`config.mk`:
```
export PLATFORM = sky130hd
export DESIGN_NAME = cplx_alu_sched
export DESIGN_NICKNAME = d
export VERILOG_FILES = /design/src/rtl/cplx_pkg.sv /design/src/rtl/cplx_alu_core.sv /design/src/rtl/cplx_alu_sched.sv
export SDC_FILE = /design/constraint.sdc
export NUM_CORES = 2
export LEC_CHECK = 0
export ABC_AREA = 1
export ABC_CLOCK_PERIOD_IN_PS = 18200
export CELL_PAD_IN_SITES_DETAIL_PLACEMENT = 1
export CELL_PAD_IN_SITES_GLOBAL_PLACEMENT = 2
export CORE_ASPECT_RATIO = 1.25
export CORE_MARGIN = 4
export CORE_UTILIZATION = 40
export CTS_CLUSTER_DIAMETER = 200
export DETAILED_ROUTE_END_ITERATION = 7
export HOLD_SLACK_MARGIN = 0.06
export PLACE_DENSITY = 0.94
export SLEW_MARGIN = 20
export SYNTH_ARGS = -nofsm -noshare
export SYNTH_HDL_FRONTEND = slang
export SYNTH_SLANG_ARGS = --single-unit
```
`constraint.sdc`:
```
create_clock -name clk -period 18.2 [get_ports clk]
set_input_delay 2.73 -clock clk [delete_from_list [all_inputs] [get_ports clk]]
set_output_delay 2.73 -clock clk [all_outputs]
set_load 0.1 [all_outputs]
```
`src/rtl/cplx_pkg.sv`:
```
// Shared types and default sizes for the complex add/multiply scheduler.
// The structs describe the default-width configuration for clients that use fixed widths.
package cplx_pkg;

  localparam int CPLX_WIDTH      = 16;
  localparam int CPLX_NREQ       = 4;
  localparam int CPLX_FIFO_DEPTH = 4;
  localparam int CPLX_ID_W       = $clog2(CPLX_NREQ);
  localparam int CPLX_RW         = 2*CPLX_WIDTH + 1;

  typedef enum logic {
    CPLX_ADD = 1'b0,
    CPLX_MUL = 1'b1
  } cplx_op_e;

  typedef struct packed {
    logic signed [CPLX_WIDTH-1:0] re;
    logic signed [CPLX_WIDTH-1:0] im;
  } cplx_opnd_t;

  typedef struct packed {
    logic [CPLX_ID_W-1:0]      id;
    cplx_op_e                  op;
    logic signed [CPLX_RW-1:0] re;
    logic signed [CPLX_RW-1:0] im;
  } cplx_res_t;

endpackage

```
`src/rtl/cplx_alu_core.sv`:
```
// Two-stage complex add/multiply datapath: stage 1 registers operands, stage 2 registers the result.
// No stall input; the scheduler guarantees there is always room downstream.
module cplx_alu_core
  import cplx_pkg::*;
#(
  parameter int WIDTH = CPLX_WIDTH,
  parameter int IDW   = CPLX_ID_W
) (
  input  logic                    clk,
  input  logic                    rst_n,
  input  logic                    in_valid,
  input  logic [IDW-1:0]          in_id,
  input  cplx_op_e                in_op,
  input  logic signed [WIDTH-1:0] in_a_re,
  input  logic signed [WIDTH-1:0] in_a_im,
  input  logic signed [WIDTH-1:0] in_b_re,
  input  logic signed [WIDTH-1:0] in_b_im,
  output logic                    out_valid,
  output logic [IDW-1:0]          out_id,
  output cplx_op_e                out_op,
  output logic signed [2*WIDTH:0] out_re,
  output logic signed [2*WIDTH:0] out_im
);

  localparam int RW = 2*WIDTH + 1;

  logic                    s1_valid_q, s1_valid_d;
  logic [IDW-1:0]          s1_id_q, s1_id_d;
  cplx_op_e                s1_op_q, s1_op_d;
  logic signed [WIDTH-1:0] s1_a_re_q, s1_a_re_d, s1_a_im_q, s1_a_im_d;
  logic signed [WIDTH-1:0] s1_b_re_q, s1_b_re_d, s1_b_im_q, s1_b_im_d;

  logic                    s2_valid_q, s2_valid_d;
  logic [IDW-1:0]          s2_id_q, s2_id_d;
  cplx_op_e                s2_op_q, s2_op_d;
  logic signed [RW-1:0]    s2_re_q, s2_re_d, s2_im_q, s2_im_d;

  logic signed [RW-1:0]    ar, ai, br, bi;

  always_comb begin
    s1_valid_d = in_valid;
    s1_id_d    = s1_id_q;
    s1_op_d    = s1_op_q;
    s1_a_re_d  = s1_a_re_q;
    s1_a_im_d  = s1_a_im_q;
    s1_b_re_d  = s1_b_re_q;
    s1_b_im_d  = s1_b_im_q;
    if (in_valid) begin
      s1_id_d   = in_id;
      s1_op_d   = in_op;
      s1_a_re_d = in_a_re;
      s1_a_im_d = in_a_im;
      s1_b_re_d = in_b_re;
      s1_b_im_d = in_b_im;
    end

    // RW bits hold the widest product sum, so truncating the multiply to RW is exact.
    ar = {{(RW-WIDTH){s1_a_re_q[WIDTH-1]}}, s1_a_re_q};
    ai = {{(RW-WIDTH){s1_a_im_q[WIDTH-1]}}, s1_a_im_q};
    br = {{(RW-WIDTH){s1_b_re_q[WIDTH-1]}}, s1_b_re_q};
    bi = {{(RW-WIDTH){s1_b_im_q[WIDTH-1]}}, s1_b_im_q};

    s2_valid_d = s1_valid_q;
    s2_id_d    = s2_id_q;
    s2_op_d    = s2_op_q;
    s2_re_d    = s2_re_q;
    s2_im_d    = s2_im_q;
    if (s1_valid_q) begin
      s2_id_d = s1_id_q;
      s2_op_d = s1_op_q;
      if (s1_op_q == CPLX_MUL) begin
        s2_re_d = ar * br - ai * bi;
        s2_im_d = ar * bi + ai * br;
      end else begin
        s2_re_d = ar + br;
        s2_im_d = ai + bi;
      end
    end
  end

  always_ff @(posedge clk or negedge rst_n) begin
    if (!rst_n) begin
      s1_valid_q <= 1'b0;
      s1_id_q    <= '0;
      s1_op_q    <= CPLX_ADD;
      s1_a_re_q  <= '0;
      s1_a_im_q  <= '0;
      s1_b_re_q  <= '0;
      s1_b_im_q  <= '0;
      s2_valid_q <= 1'b0;
      s2_id_q    <= '0;
      s2_op_q    <= CPLX_ADD;
      s2_re_q    <= '0;
      s2_im_q    <= '0;
    end else begin
      s1_valid_q <= s1_valid_d;
      s1_id_q    <= s1_id_d;
      s1_op_q    <= s1_op_d;
      s1_a_re_q  <= s1_a_re_d;
      s1_a_im_q  <= s1_a_im_d;
      s1_b_re_q  <= s1_b_re_d;
      s1_b_im_q  <= s1_b_im_d;
      s2_valid_q <= s2_valid_d;
      s2_id_q    <= s2_id_d;
      s2_op_q    <= s2_op_d;
      s2_re_q    <= s2_re_d;
      s2_im_q    <= s2_im_d;
    end
  end

  assign out_valid = s2_valid_q;
  assign out_id    = s2_id_q;
  assign out_op    = s2_op_q;
  assign out_re    = s2_re_q;
  assign out_im    = s2_im_q;

endmodule

```
`src/rtl/cplx_alu_sched.sv`:
```
// Round-robin scheduler sharing one cplx_alu_core between NREQ requesters, with a credit-guarded
// show-ahead result FIFO. Define CPLX_SCHED_PRIO_EN to make requester 0 strict high priority.
// Handshakes: a request transfers on an edge where req_valid[i] & req_ready[i]; a result leaves
// on an edge where rsp_valid & rsp_ready. Requesters hold valid and operands until accepted.
module cplx_alu_sched
  import cplx_pkg::*;
#(
  parameter int WIDTH      = CPLX_WIDTH,
  parameter int NREQ       = CPLX_NREQ,
  parameter int FIFO_DEPTH = CPLX_FIFO_DEPTH
) (
  input  logic                              clk,
  input  logic                              rst_n,
  input  logic [NREQ-1:0]                   req_valid,
  output logic [NREQ-1:0]                   req_ready,
  input  logic [NREQ-1:0]                   req_op,
  input  logic [NREQ-1:0][WIDTH-1:0]        req_a_re,
  input  logic [NREQ-1:0][WIDTH-1:0]        req_a_im,
  input  logic [NREQ-1:0][WIDTH-1:0]        req_b_re,
  input  logic [NREQ-1:0][WIDTH-1:0]        req_b_im,
  output logic                              rsp_valid,
  input  logic                              rsp_ready,
  output logic [$clog2(NREQ)-1:0]           rsp_id,
  output logic                              rsp_op,
  output logic signed [2*WIDTH:0]           rsp_re,
  output logic signed [2*WIDTH:0]           rsp_im,
  output logic                              busy
);

  localparam int IDW = $clog2(NREQ);
  localparam int RW  = 2*WIDTH + 1;
  localparam int AW  = $clog2(FIFO_DEPTH);
  localparam int CW  = $clog2(FIFO_DEPTH + 1);
  localparam logic [CW-1:0] DEPTH_C = CW'(FIFO_DEPTH);

  typedef struct packed {
    logic [IDW-1:0]       id;
    cplx_op_e             op;
    logic signed [RW-1:0] re;
    logic signed [RW-1:0] im;
  } fifo_ent_t;

  logic [IDW-1:0] ptr_q, ptr_d;
  logic [CW-1:0]  cnt_q, cnt_d;
  logic [CW-1:0]  fill_q, fill_d;
  logic [AW-1:0]  wr_ptr_q, wr_ptr_d, rd_ptr_q, rd_ptr_d;
  fifo_ent_t      mem_q [FIFO_DEPTH];
  fifo_ent_t      mem_d [FIFO_DEPTH];
  fifo_ent_t      head;

  logic           issue_ok, gnt_found, issue, push, pop;
  logic [IDW-1:0] gnt_idx, cand_idx;
  int             cand;

  logic                 core_valid;
  logic [IDW-1:0]       core_id;
  cplx_op_e             core_op;
  logic signed [RW-1:0] core_re, core_im;

  // Credits count core and FIFO occupancy together, so a full FIFO can never be overrun.
  assign issue_ok = (cnt_q < DEPTH_C);

  always_comb begin
    gnt_found = 1'b0;
    gnt_idx   = '0;
    cand      = 0;
    cand_idx  = '0;
    for (int i = 1; i <= NREQ; i++) begin
      cand     = (int'(ptr_q) + i) % NREQ;
      cand_idx = IDW'(cand);
      if (!gnt_found && req_valid[cand_idx]) begin
        gnt_found = 1'b1;
        gnt_idx   = cand_idx;
      end
    end
`ifdef CPLX_SCHED_PRIO_EN
    if (req_valid[0]) begin
      gnt_found = 1'b1;
      gnt_idx   = '0;
    end
`endif
    // rst_n gating keeps req_ready low while reset is held.
    issue     = gnt_found && issue_ok && rst_n;
    req_ready = '0;
    if (issue) req_ready[gnt_idx] = 1'b1;
    ptr_d = ptr_q;
`ifdef CPLX_SCHED_PRIO_EN
    if (issue && (gnt_idx != '0)) ptr_d = gnt_idx;
`else
    if (issue) ptr_d = gnt_idx;
`endif
  end

  cplx_alu_core #(
    .WIDTH (WIDTH),
    .IDW   (IDW)
  ) u_core (
    .clk       (clk),
    .rst_n     (rst_n),
    .in_valid  (issue),
    .in_id     (gnt_idx),
    .in_op     (cplx_op_e'(req_op[gnt_idx])),
    .in_a_re   (req_a_re[gnt_idx]),
    .in_a_im   (req_a_im[gnt_idx]),
    .in_b_re   (req_b_re[gnt_idx]),
    .in_b_im   (req_b_im[gnt_idx]),
    .out_valid (core_valid),
    .out_id    (core_id),
    .out_op    (core_op),
    .out_re    (core_re),
    .out_im    (core_im)
  );

  always_comb begin
    push     = core_valid;
    pop      = rsp_valid & rsp_ready;
    mem_d    = mem_q;
    wr_ptr_d = wr_ptr_q;
    rd_ptr_d = rd_ptr_q;
    if (push) begin
      mem_d[wr_ptr_q] = '{id: core_id, op: core_op, re: core_re, im: core_im};
      wr_ptr_d        = wr_ptr_q + AW'(1);
    end
    if (pop) rd_ptr_d = rd_ptr_q + AW'(1);
    fill_d = fill_q + CW'(push) - CW'(pop);
    cnt_d  = cnt_q + CW'(issue) - CW'(pop);
  end

  always_ff @(posedge clk or negedge rst_n) begin
    if (!rst_n) begin
      ptr_q    <= IDW'(NREQ - 1);
      cnt_q    <= '0;
      fill_q   <= '0;
      wr_ptr_q <= '0;
      rd_ptr_q <= '0;
      for (int i = 0; i < FIFO_DEPTH; i++) mem_q[i] <= '0;
    end else begin
      ptr_q    <= ptr_d;
      cnt_q    <= cnt_d;
      fill_q   <= fill_d;
      wr_ptr_q <= wr_ptr_d;
      rd_ptr_q <= rd_ptr_d;
      mem_q    <= mem_d;
    end
  end

  assign head      = mem_q[rd_ptr_q];
  assign rsp_valid = (fill_q != '0);
  assign rsp_id    = head.id;
  assign rsp_op    = head.op;
  assign rsp_re    = head.re;
  assign rsp_im    = head.im;
  assign busy      = (cnt_q != '0);

endmodule

```
# == Yosys cells after proc, flatten, opt, wreduce, memory -nomap -nowiden ==
# Cells that the tools add are included.
# totals
register_bits,426
input_bits,267
# op_classes
n_addsub,14
multipliers,4
n_lt_le_gt_ge,10
muxes,37
bitwise_logic,3
reduce_logical,12
# ops
op,count
276-bit bitwise mux,1
69-bit 2-to-1 mux,3
69-bit binary-select mux with 2-bit select,1
69-bit demux with 2-bit select,1
16-bit binary-select mux with 2-bit select,4
16-bit by 16-bit multiplier with 32-bit output,4
33-bit 2-to-1 mux,2
16-bit 2-to-1 mux,4
16-bit by 16-bit adder with 17-bit output,2
33-bit adder,1
33-bit subtractor,1
2-bit by 3-bit less-than comparator with 1-bit output (second input constant),5
1-bit binary-select mux with 2-bit select,5
1-bit 2-to-1 mux,10
2-bit by 1-bit adder with 2-bit output (second input constant),4
2-bit 2-to-1 mux,4
1-bit logical AND,7
3-bit by 1-bit adder with 3-bit output,2
3-bit >= comparator (second input constant),2
2-bit inverter with 3-bit output,2
3-bit nonzero test,2
3-bit by 1-bit subtractor with 3-bit output,2
2-bit adder (second input constant),2
4-bit 2-to-1 mux,1
6 further kinds,8

# == Depth between registers and ports, before layout ==
# depth
word_depth,18
mapped_depth,42
ltp_nobuf,40

# == Modules after synthesis ==
# Synthesis repeated with hierarchy kept, for this count alone.
# unflattened
cells_unflattened,8425
hier_area_um2,65365.2
# by_module_without_submodules
mod,n_inst,cells_each,area_per_inst_um2,seq_area_each_um2
cplx_alu_core,1,6301,49974.2,3453.3
cplx_alu_sched,1,2124,15391.0,7209.4

# == Worst setup path after synthesis ==
# No wires, ideal clock.
# synth_path
kind,input to output
startpoint,input port req_valid[0]
endpoint,output port req_ready[0]
arrival_time_ps,5774
required_time_ps,15470
slack_ps,9696
stages,11
n_path_buf,2
path_cell_list,nand2_1 nand2_1 nand2_1 nand2_2 nand2_1 inv_1 a21oi_1 nand3_2 buf_6 buf_2 nor3_1
# synth_between
elab_chain_len,17
word_cells_on_any_way,30
cone_classes,order compare: 2; mux: 19; reduce/logical: 9
# synth_lines
element,line_no,text
start: declaration,cplx_alu_sched.sv:14,"input logic [NREQ-1:0] req_valid,"
1-bit binary-select mux with 2-bit select,cplx_alu_sched.sv:71,if (!gnt_found && req_valid[cand_idx]) begin
1-bit 2-to-1 mux (implied by the code),cplx_alu_sched.sv:71,
1-bit 2-to-1 mux,cplx_alu_sched.sv:71,
1-bit zero test,cplx_alu_sched.sv:71,
1-bit logical AND,cplx_alu_sched.sv:71,
1-bit 2-to-1 mux,cplx_alu_sched.sv:71,
1-bit zero test,cplx_alu_sched.sv:71,
1-bit logical AND,cplx_alu_sched.sv:71,
1-bit 2-to-1 mux,cplx_alu_sched.sv:71,
1-bit zero test,cplx_alu_sched.sv:71,
1-bit logical AND,cplx_alu_sched.sv:71,
2-bit 2-to-1 mux,cplx_alu_sched.sv:71,
2-bit by 3-bit less-than comparator with 1-bit output (implied by the code) or 2-bit by 1-bit >= comparator with 1-bit output (tied branches),cplx_alu_sched.sv:85,if (issue) req_ready[gnt_idx] = 1'b1;
1-bit logical AND (implied by the code),cplx_alu_sched.sv:85,
1-bit 2-to-1 mux (implied by the code),cplx_alu_sched.sv:85,
1-bit demux with 2-bit select,cplx_alu_sched.sv:85,
4-bit 2-to-1 mux (*),cplx_alu_sched.sv:85,
end: declaration,cplx_alu_sched.sv:15,"output logic [NREQ-1:0] req_ready,"
# Every way passes the cells marked *; elsewhere a longest branch is shown, timed or not. The select of a mux whose other input is x is not followed.

# == Worst setup path in the final report ==
# layout_path
startpoint,input port req_valid[3]
endpoint,output port req_ready[3]
# Same word-level chain as after synthesis.

==> results.txt <==
The worst setup path is launched from an input pin. By instance count, the cell type seen most on the critical path is nand2_1. The footprint of the multi-input gates came out at 47100 µm². The sum of routed wire length over all layers is 239000 µm. The largest clock skew in the final design is 31.5 ps. The tightest min-delay check is of the reg -> reg type. The count of hold-fix buffers inserted at cts is 0. The critical path start-end classification is in -> out.

Counting the fill cells in the layout gives 20892. For this run, design rule violations remaining after detail routing come to 0. Setup violations remaining at the end of the flow were counted as 0. Sequential elements use 15.8% of the synthesized area.

The total count of max-transition violations in the final report came out at 0. The number of buffers created by CTS came out at 48. The mapped cell area is 67300 µm². The clock-pin slew on the worst setup and hold paths came out at 60 ps. The accumulated negative setup slack is 0 ps.

The die width is 375 µm. The post-route netlist has 2.34% of its cells at a drive strength greater than 1. The final route contains 59491 vias. Registers take 10700 µm². The first routing iteration left 3655 violations. The number of global-route vias before repair is 66591. The worst-case headroom to the max-slew limit is 28.2%. The average cell area after synthesis came out at 7.47 µm². Once the floorplan was initialized, standard cells occupied 40.2% of the core. The number of nets in the layout is 10857.

The count of endpoints failing hold in the final timing report is 0. The signed area change from the synthesized netlist to the final layout is 10.3%. The post-layout minimum cycle time came out at 9780 ps. The number of synthesized flops with an enable pin is 0. For the worst setup path, the data arrival time is 7050 ps.

CTS saw 426 sinks. The number of max-cap violations is 0. The detailed placement HPWL came out at 187000 µm. The period utilization came out at 53.7%. The row count is 168. Dividing the detail-routed wire length by the instance count gives 21.1 µm. The H-tree was split into 2 levels.

The slowest stage of the critical path belongs to the cell clkdlybuf4s50_1. The CTS root buffer is clkbuf_16. The die area came out at 175000 µm². After technology mapping, the gate count stands at 9014. TritonCTS built the clock tree. The number of detailed-routing iterations run before antenna repair came out at 5. The synthesis warning total came out at 0. The post-route antenna net violation count is 0. The number of nets handed over by synthesis was 10769.

The flow ran to the end, and the final reports show no timing, DRC or antenna violations. The I/O pin count is 342. After floorplanning, the core was sized to cover 168000 µm². The netlist uses 49 different library cells.

The number of antenna violations at the first check in global routing came out at 7. The first-pass GRT wire length is 377000 µm. The per-cell via count in the routed design is 5.24. The most used flip-flop cell after synthesis is dfrtp_1. STA classifies the critical path endpoint as an output port. Entering global routing, the biggest net connects 177 pins.

The overall global routing resource usage came out at 27.5%. The clock network latency to the later pin of the worst-skew pair came out at 650 ps. The total of buffers placed on input and output ports came out at 341.

The highest cell delay on the worst timing path came out at 1280 ps. The total overflow left after global routing is 0. The post-cts repair resize count is 0.

The highest net fanout along the worst path is 41. The number of buffers on the longest clock path is 3. Static timing analysis puts the maximum clock frequency at 102 MHz. Post-CTS timing repair inserted 0 buffers for setup. The placer congestion estimate is 0.896. At the worst endpoint, the required time is 15470 ps. The critical path goes through clkdlybuf4s50_1 > nand2_1 > nand2_1 > nand2_1 > nand2_1 > nor2_4 > nand2_2 > nand2_1 > nand2_2 > nand2_1 > nand2_2 > nor2_4 > buf_4 > inv_1 > a21oi_1 > clkdlybuf4s50_1. The actual slew at the worst max-slew pin came out at 1080 ps. Setup repair after global routing left no endpoint under its margin. The async set-or-reset flop fraction in the synthesized netlist came out at 100%.

The total of flip-flops plus latches after synthesis came out at 426. The die extent in y came out at 467 µm.
## state kept, by name, summed over array words and instances (netlist names), 2 cells and up
name	flops
u_core.s1_a_re_q	16
u_core.out_id	2
rd_ptr_q	2
mem_q	276
cnt_q	3
fill_q	3
u_core.out_re	33
u_core.s1_id_q	2
wr_ptr_q	2
ptr_q	2
u_core.s1_b_im_q	16
u_core.s1_a_im_q	16
u_core.s1_b_re_q	16
u_core.out_im	33
## cells in the mapped netlist (4+ instances only)
library cell	n	area share [%]
nand2_2	4	0.037
nor2_1	509	2.8
buf_2	40	0.30
o211ai_1	10	0.11
o21ai_0	607	4.5
clkbuf_1	335	1.9
nand3_2	12	0.18
fa_1	1054	31
nor3_1	35	0.26
buf_1	8	0.045
dfrtp_1	424	16
a21o_1	18	0.20
o2111ai_1	5	0.065
inv_1	2132	12
nand2_1	2315	13
a21boi_0	9	0.10
o21a_1	6	0.067
a21oi_1	299	2.2
nand3b_1	17	0.19
xnor2_1	65	0.85
nor4_1	8	0.074
buf_6	4	0.067
a211oi_1	4	0.045
o22ai_1	70	0.65
buf_4	6	0.067
a31oi_1	27	0.25
xor2_1	94	1.2
nand4_1	26	0.24
ha_1	434	8.1
o21bai_1	21	0.23
o221ai_1	5	0.065
nand3_1	379	2.8
## critical path: cells and delay by family
family | cells | cell delay, ps
buffers and inverters | 4 | 2280
AO/OA/AOI/OAI | 1 | 540
AND/OR/NAND/NOR | 11 | 1480
## path summary, 6_finish.rpt
path                                     start           endpoint  slack, ps  depth (start not counted)
hold / removal                      mem_q[173]         mem_q[173]        480                          2
min in group asynchronous                rst_n          mem_q[56]       2050                          1
max in group asynchronous                rst_n         mem_q[163]      13120                          4
setup reg to reg           u_core.s1_b_im_q[1]  u_core.out_im[30]       9840                         27
hold reg to reg                     mem_q[173]         mem_q[173]        480                          2
setup / recovery                  req_valid[3]       req_ready[3]       8420                         16
## per-stage QoR
stage	std cells	cell area, µm²	utilization (%)	setup slack, ps	hold WS, ps
floorplan	9014	67300	-	9700	352
global placement	11262	72700	43.4	8270	459
finish	11353	74300	44.3	8420	479
CTS	11350	74200	44.3	8300	482
detailed placement	11262	72700	43.4	8310	468
global route	11351	74300	44.3	8180	500
## logic make-up (layout without fill, tap and decap cells)
group | Yosys count | after routing | synth area share, %
AND/OR/NAND/NOR | 3320 | 3320 | 19.7
buffers and inverters | 2528 | 2654 | 14.3
adder cells (fa/ha/maj) | 1488 | 1488 | 39.4
AO/OA/AOI/OAI | 1093 | 1093 | 8.69
flip-flops | 426 | 426 | 15.8
XOR/XNOR | 159 | 159 | 2.07
other | 0 | 3 | 0
## routing by layer
metal | wire length, µm | GRT usage, % | vias up
met5 | 16 | 0 | -
li1 | - | - | 27054
met4 | 12700 | 12.0 | 4
met3 | 12400 | 3.41 | 481
met1 | 96800 | 34.0 | 30328
met2 | 117000 | 48.3 | 1624
## cells in the final DEF (no fill, tap or decap), types with 9 or more instances in the layout
| master | instances |
|---|---|
| inv_1 | 2130 |
| o21ai_0 | 607 |
| o21bai_1 | 21 |
| nor3_1 | 35 |
| ha_1 | 434 |
| a21oi_1 | 299 |
| a21o_1 | 18 |
| fa_1 | 1054 |
| a31oi_1 | 27 |
| nor2_1 | 509 |
| a21boi_0 | 9 |
| buf_4 | 89 |
| nand4_1 | 26 |
| nand3b_1 | 17 |
| clkbuf_1 | 11 |
| clkdlybuf4s50_1 | 340 |
| nand3_1 | 379 |
| xnor2_1 | 65 |
| nand3_2 | 10 |
| o211ai_1 | 10 |
| dfrtp_1 | 414 |
| xor2_1 | 94 |
| nand2_1 | 2311 |
| clkbuf_8 | 15 |
| clkbuf_16 | 49 |
| o22ai_1 | 70 |
## layout make-up
class	instances	share of cell area, %
Antenna cell	3	0.0101
Inverter	2135	10.8
Clock buffer	75	1.98
Sequential cell	426	14.4
Multi-Input combinational cell	6060	63.4
Timing Repair Buffer	431	5.53
Clock inverter	13	0.140
Tap cell	2210	3.72
Power is left out: the tool's default activity adds up to more than one toggle a clock period on the data nets, which glitch-free logic cannot reach.
